**src/rtl/mdu_pkg.sv**
```systemverilog
// rtl/mdu_pkg.sv - shared op codes, FSM state codes and op-class helpers for iterative_mdu
package mdu_pkg;

  typedef enum logic [2:0] {
    OP_MUL    = 3'b000,
    OP_MULH   = 3'b001,
    OP_MULHSU = 3'b010,
    OP_MULHU  = 3'b011,
    OP_DIV    = 3'b100,
    OP_DIVU   = 3'b101,
    OP_REM    = 3'b110,
    OP_REMU   = 3'b111
  } mdu_op_e;

  localparam logic [1:0] ST_IDLE = 2'd0;
  localparam logic [1:0] ST_BUSY = 2'd1;
  localparam logic [1:0] ST_DONE = 2'd2;

  function automatic logic is_div(input logic [2:0] op);
    return op[2];
  endfunction

  function automatic logic is_rem(input logic [2:0] op);
    return op[2] & op[1];
  endfunction

  function automatic logic a_signed(input logic [2:0] op);
    return (op == OP_MULH) || (op == OP_MULHSU) || (op == OP_DIV) || (op == OP_REM);
  endfunction

  function automatic logic b_signed(input logic [2:0] op);
    return (op == OP_MULH) || (op == OP_DIV) || (op == OP_REM);
  endfunction

endpackage

```
**src/rtl/mdu_div_step.sv**
```systemverilog
// rtl/mdu_div_step.sv - one combinational bit of restoring division
module mdu_div_step #(
  parameter int XLEN = 32
) (
  input  logic [XLEN-1:0] rem_in,
  input  logic [XLEN-1:0] quo_in,
  input  logic [XLEN-1:0] divisor,
  output logic [XLEN-1:0] rem_out,
  output logic [XLEN-1:0] quo_out
);

  logic [XLEN:0] shifted;
  logic [XLEN:0] diff;

  assign shifted = {rem_in, quo_in[XLEN-1]};
  assign diff    = shifted - {1'b0, divisor};

  // Top bit of diff is the borrow: set only when the divisor does not fit.
  always_comb begin
    if (!diff[XLEN]) begin
      rem_out = diff[XLEN-1:0];
      quo_out = {quo_in[XLEN-2:0], 1'b1};
    end else begin
      rem_out = shifted[XLEN-1:0];
      quo_out = {quo_in[XLEN-2:0], 1'b0};
    end
  end

endmodule

```
**src/rtl/iterative_mdu.sv**
```systemverilog
// rtl/iterative_mdu.sv - bit-serial RV M-extension multiply/divide unit
// Optional MDU_FAST_PATH_EN: special-case operands complete on the accept edge.
module iterative_mdu
  import mdu_pkg::*;
#(
  parameter int XLEN  = 32,
  parameter int CNT_W = $clog2(XLEN) + 1
) (
  input  logic            clk,
  input  logic            rst_n,
  input  logic            flush,
  input  logic            in_valid,
  output logic            in_ready,
  input  logic [2:0]      op,
  input  logic [XLEN-1:0] a,
  input  logic [XLEN-1:0] b,
  output logic            out_valid,
  input  logic            out_ready,
  output logic [XLEN-1:0] result
);

  localparam logic [XLEN-1:0] MOST_NEG = {1'b1, {(XLEN-1){1'b0}}};

  logic [1:0]      state;
  logic [CNT_W-1:0] cnt;
  logic [2:0]      op_q;
  logic [XLEN-1:0] acc_hi, acc_lo, opnd, special_val_q, result_q;
  logic            neg_q, special_q;

  logic            a_neg, b_neg, neg_d, div_zero, div_ovf, special_d, fast_go;
  logic [XLEN-1:0] a_mag, b_mag, special_val_d;

  // Accept-side decode: magnitudes, final sign and special-case results.
  always_comb begin
    a_neg    = a_signed(op) & a[XLEN-1];
    b_neg    = b_signed(op) & b[XLEN-1];
    a_mag    = a_neg ? -a : a;
    b_mag    = b_neg ? -b : b;
    neg_d    = is_rem(op) ? a_neg : (a_neg ^ b_neg);
    div_zero = is_div(op) && (b == '0);
    div_ovf  = is_div(op) && a_signed(op) && (a == MOST_NEG) && (b == '1);
    special_d = div_zero | div_ovf;
    special_val_d = '0;
    if (div_zero)     special_val_d = is_rem(op) ? a : '1;
    else if (div_ovf) special_val_d = is_rem(op) ? '0 : a;
  end

`ifdef MDU_FAST_PATH_EN
  assign fast_go = special_d | (!is_div(op) && ((a == '0) || (b == '0)));
`else
  assign fast_go = 1'b0;
`endif

  logic [XLEN:0]     mul_sum;
  logic [XLEN-1:0]   div_rem, div_quo, hi_nx, lo_nx, quo_fix, rem_fix, final_res;
  logic [2*XLEN-1:0] prod, prod_fix;

  mdu_div_step #(.XLEN(XLEN)) u_div_step (
    .rem_in  (acc_hi),
    .quo_in  (acc_lo),
    .divisor (opnd),
    .rem_out (div_rem),
    .quo_out (div_quo)
  );

  // acc_hi/acc_lo hold product-high/multiplier for MUL*, remainder/quotient for DIV*.
  always_comb begin
    mul_sum = {1'b0, acc_hi} + (acc_lo[0] ? {1'b0, opnd} : '0);
    if (is_div(op_q)) begin
      hi_nx = div_rem;
      lo_nx = div_quo;
    end else begin
      hi_nx = mul_sum[XLEN:1];
      lo_nx = {mul_sum[0], acc_lo[XLEN-1:1]};
    end
    prod     = {hi_nx, lo_nx};
    prod_fix = neg_q ? -prod : prod;
    quo_fix  = neg_q ? -lo_nx : lo_nx;
    rem_fix  = neg_q ? -hi_nx : hi_nx;
    if (special_q)            final_res = special_val_q;
    else if (is_rem(op_q))    final_res = rem_fix;
    else if (is_div(op_q))    final_res = quo_fix;
    else if (op_q == OP_MUL)  final_res = prod_fix[XLEN-1:0];
    else                      final_res = prod_fix[2*XLEN-1:XLEN];
  end

  always_ff @(posedge clk or negedge rst_n) begin
    if (!rst_n) begin
      state         <= ST_IDLE;
      cnt           <= '0;
      op_q          <= '0;
      acc_hi        <= '0;
      acc_lo        <= '0;
      opnd          <= '0;
      neg_q         <= 1'b0;
      special_q     <= 1'b0;
      special_val_q <= '0;
      result_q      <= '0;
    end else if (flush) begin
      state <= ST_IDLE;
    end else begin
      case (state)
        ST_IDLE: begin
          if (in_valid) begin
            op_q          <= op;
            neg_q         <= neg_d;
            special_q     <= special_d;
            special_val_q <= special_val_d;
            acc_hi        <= '0;
            acc_lo        <= is_div(op) ? a_mag : b_mag;
            opnd          <= is_div(op) ? b_mag : a_mag;
            cnt           <= CNT_W'(XLEN - 1);
            if (fast_go) begin
              state    <= ST_DONE;
              result_q <= special_val_d;
            end else begin
              state <= ST_BUSY;
            end
          end
        end
        ST_BUSY: begin
          acc_hi <= hi_nx;
          acc_lo <= lo_nx;
          if (cnt == '0) begin
            state    <= ST_DONE;
            result_q <= final_res;
          end else begin
            cnt <= cnt - 1'b1;
          end
        end
        ST_DONE: begin
          if (out_ready) state <= ST_IDLE;
        end
        default: state <= ST_IDLE;
      endcase
    end
  end

  assign in_ready  = (state == ST_IDLE);
  assign out_valid = (state == ST_DONE);
  assign result    = result_q;

endmodule
```
**config.mk**
```make
export PLATFORM = sky130hd
export DESIGN_NAME = iterative_mdu
export DESIGN_NICKNAME = d
export VERILOG_FILES = /design/src/rtl/mdu_pkg.sv /design/src/rtl/mdu_div_step.sv /design/src/rtl/iterative_mdu.sv
export SDC_FILE = /design/constraint.sdc
export NUM_CORES = 1
export LEC_CHECK = 0
export ABC_CLOCK_PERIOD_IN_PS = 5300
export CAP_MARGIN = 20
export CORE_ASPECT_RATIO = 1.5
export CORE_MARGIN = 1
export CORE_UTILIZATION = 45
export CTS_CLUSTER_SIZE = 10
export DETAILED_ROUTE_END_ITERATION = 8
export MAX_ROUTING_LAYER = met4
export PLACE_DENSITY = 0.66
export SLEW_MARGIN = 0
export SYNTH_ARGS = -nofsm -noshare
export SYNTH_HDL_FRONTEND = slang
export SYNTH_SLANG_ARGS = --single-unit
```
**constraint.sdc**
```tcl
create_clock -name clk -period 5.3 [get_ports clk]
set_input_delay 1.06 -clock clk [delete_from_list [all_inputs] [get_ports clk]]
set_output_delay 1.06 -clock clk [all_outputs]
set_load 0.01 [all_outputs]
```
==> metrics.cfg <==
[outcome]
outcome = finished, final reports clean

[setup_path]
crit_fanout = 7
required_ns = 5.69
critPathKind = reg -> reg
startpoint_type = flop
cp-end-kind = flop
r2r-start = acc_hi[25]$_DFFE_PN0P_
crit_arrival_ns = 5.54
reg2reg_to = result[2]$_DFFE_PN0P_
r2r_slack_ns = 0.15
r2r_cells = 21

[floorplanning]
coreArea_um2 = 38400
fp.dieArea_um2 = 39700
ios = 106
die_w_um = 163
num_rows = 88
initial_core_util_pct = 45.6
fp.dieH_um = 244

[synthesis]
ys_async_sr_fraction_pct = 100
synth_nets = 2491
ys_warn_count = 0
yosysMostFrequentCell = nand2_1
synth-main-ff-cell = dfrtp_1
synthTopCellsByCount = nand2_1 (318), o21ai_0 (253), a21oi_1 (209)
synth_edf_count = 0
yosysSeqAreaShare_pct = 24.7
yosysUniqueCellTypes = 105
syn_area_per_cell_um2 = 7.47
ys_top_cells_by_area = dfrtp_1 (25%), o21ai_0 (7.2%), nand2_1 (6.8%), a21oi_1 (6.0%), xnor2_1 (5.2%)
synthCells = 2346
syn_area_um2 = 17500
synth_top_area_share_pct = 24.7
yosys.area.top_type = dfrtp_1
synth_seq_cells = 173

[detailed_routing]
viasPerCell = 6.33
drc = 0
routed_wl_um = 74000
avgRoutedWirePerCell_um = 24.9
drt_iter0_drc = 1707
first_pass_iters = 7
ant_nets = 0
num_vias = 18800

[sta]
post-route-period-util_pct = 97.1
rsz0062_at_grt = yes
max_freq_mhz = 194
period_minus_slack_ns = 5.15
slew_viol_final = 0
setup_viol = 0
worst_pin_slew_ns = 1.05
skew_ns = 0.0151
max_slew_margin_pct = 30.0
post-route-worst-setup-slack_ns = 0.154
hold_viol = 0

[layout]
nNetsFinal = 2612
drive_above_1_share_pct = 11.5
num-fill-cells = 3806
fin_util_pct = 53.0
area_delta_synth_final_pct = 16.2

[placement]
preCtsSetupSlack_ns = -0.0813
io_buffers = 105
hpwlAfterDp_um = 58600
gp_congestion = 1.09

[grt]
grt_pass1_wl_um = 112000
use_met2_pct = 64.2
grt_use_met1_pct = 40.5
antenna_found_initial = 2
use_met3_pct = 6.04
grt_use_total_pct = 39.0
grt_max_degree = 97
grt_pass1_vias = 18300
grt_overflow = 0
grt_busiest_layer = met2

[pwr]
irDropWorstVdd_mv = 0.260
p_per_area_nw_per_um2 = 454
p_leak_nw = 8.54

[clock_tree]
cts_buffers = 17
cts_tree = done
cts-root-buf = clkbuf_16
clock_latency_ns = 0.47
cts_buffer_depth = 2
cts_max_level = 4
path_clk_slew_ns = 0.08
clock_sinks = 173

[worst_hold_path]
min_path_type = reg -> reg
whs_path_depth = 2
hold_end = special_val_q[24]$_DFFE_PN0P_
hold_start = special_val_q[24]$_DFFE_PN0P_

[flow_run]
drv_cap = 0

==> kinds of logic after synthesis <==
logic type,share of synthesized area [%]
compound gates,29.3
xor+xnor,8.35
fa+ha+maj,5.30
buf+inv,5.06
flops,24.7
mux,3.12
simple gates,24.1
==> critical path, stage by stage, from the launching register on <==
cell and delay (ns):
dfrtp_1 0.43, ha_1 0.45, a21oi_1 0.12, a21oi_1 0.45, a22oi_2 0.19, and3_2 0.27, a21oi_4 0.17, nor2_2 0.08
nor2_1 0.15, ha_1 0.23, o211a_1 0.19, nand2_1 0.08, nor3_2 0.23, nand3_1 0.12, or4_1 0.55, or3_1 0.43
nand2_1 0.11, xnor2_1 0.07, o2111ai_1 0.21, buf_4 0.20, o21ai_0 0.17, o21ai_0 0.18
==> per-layer routing <==
metal,up-vias,wire [um]
met4,0,7390
met3,303,4060
met1,8974,26400
met2,803,36100
li1,8769,-
met5,-,0
==> power breakdown <==
group / switching [mW] / total, mW / internal [mW] / leakage, nW
clock: 0.652 / 1.29 / 0.639 / 0.277
sequential: 0.263 / 1.77 / 1.51 / 2.26
combinational: 3.90 / 6.17 / 2.28 / 6.01
total: 4.81 / 9.24 / 4.43 / 8.54
==> registers in the layout, summed over array words and instances, names as in the netlist <==
register and flops:
acc_hi 32, acc_lo 32, opnd 32, result 32
special_val_q 32, cnt 6, op_q 3, state 2
neg_q 1, special_q 1
==> layout by cell type (no fill, tap or decap), types with 21 or more instances in the layout <==
cell type,instances
nor3_1,66
mux2i_1,40
dfrtp_1,171
xnor2_1,104
o21a_1,21
nand2_1,317
and2_1,50
nor2_1,189
o21ai_0,253
nand3_1,34
clkdlybuf4s50_1,103
a211oi_1,31
xor2_1,63
a21o_1,23
ha_1,69
inv_1,67
a21oi_1,209
nand4_1,33
or3_1,24
nand2b_1,22
a31oi_1,32
buf_4,140
o31ai_1,32
==> through the flow <==
stage	setup TNS, ns	power [mW]	cell area (um2)	cells	hold WS (ns)
after detailed placement	-0.0813	7.69	19600	2939	0.463
after global routing	-0.0488	9.74	20400	2977	0.503
after CTS	0	9.01	20200	2971	0.480
final	0	9.24	20400	2977	0.476
after global placement	0	7.64	19600	2939	0.450
after floorplan	0	5.51	17500	2346	0.430
==> timing repair <==
action | CTS | global route
gates resized for setup | 2 | 19
pin swaps | 0 | 8
buffers inserted | 0 | 3
endpoints found under the setup margin | 2 | 23
hold buffers | 0 | 0
==> worst max path at each step <==
stage | start | endpoint | cells past startpoint
floorplan | acc_hi[15]$_DFFE_PN0P_ | result[20]$_DFFE_PN0P_ | 24
global placement | acc_hi[28]$_DFFE_PN0P_ | result[20]$_DFFE_PN0P_ | 21
detailed placement | acc_hi[25]$_DFFE_PN0P_ | result[20]$_DFFE_PN0P_ | 21
CTS | acc_hi[25]$_DFFE_PN0P_ | result[20]$_DFFE_PN0P_ | 21
global route | acc_lo[31]$_DFFE_PN0P_ | result[20]$_DFFE_PN0P_ | 24
finish | acc_hi[25]$_DFFE_PN0P_ | result[2]$_DFFE_PN0P_ | 21
==> area by class of cell <==
class	count	area [um2]	share of cell area [%]
clock buffers	18	439	2.16
multi-input cells	1960	12400	61.1
inverters	69	259	1.27
flip-flops and latches	173	4330	21.3
well taps	495	619	3.04
repair buffers	246	2120	10.4
clock inverters	14	146	0.719
diodes	2	5.00	0.0246
Note: power is estimated with default switching activity, not from simulation.
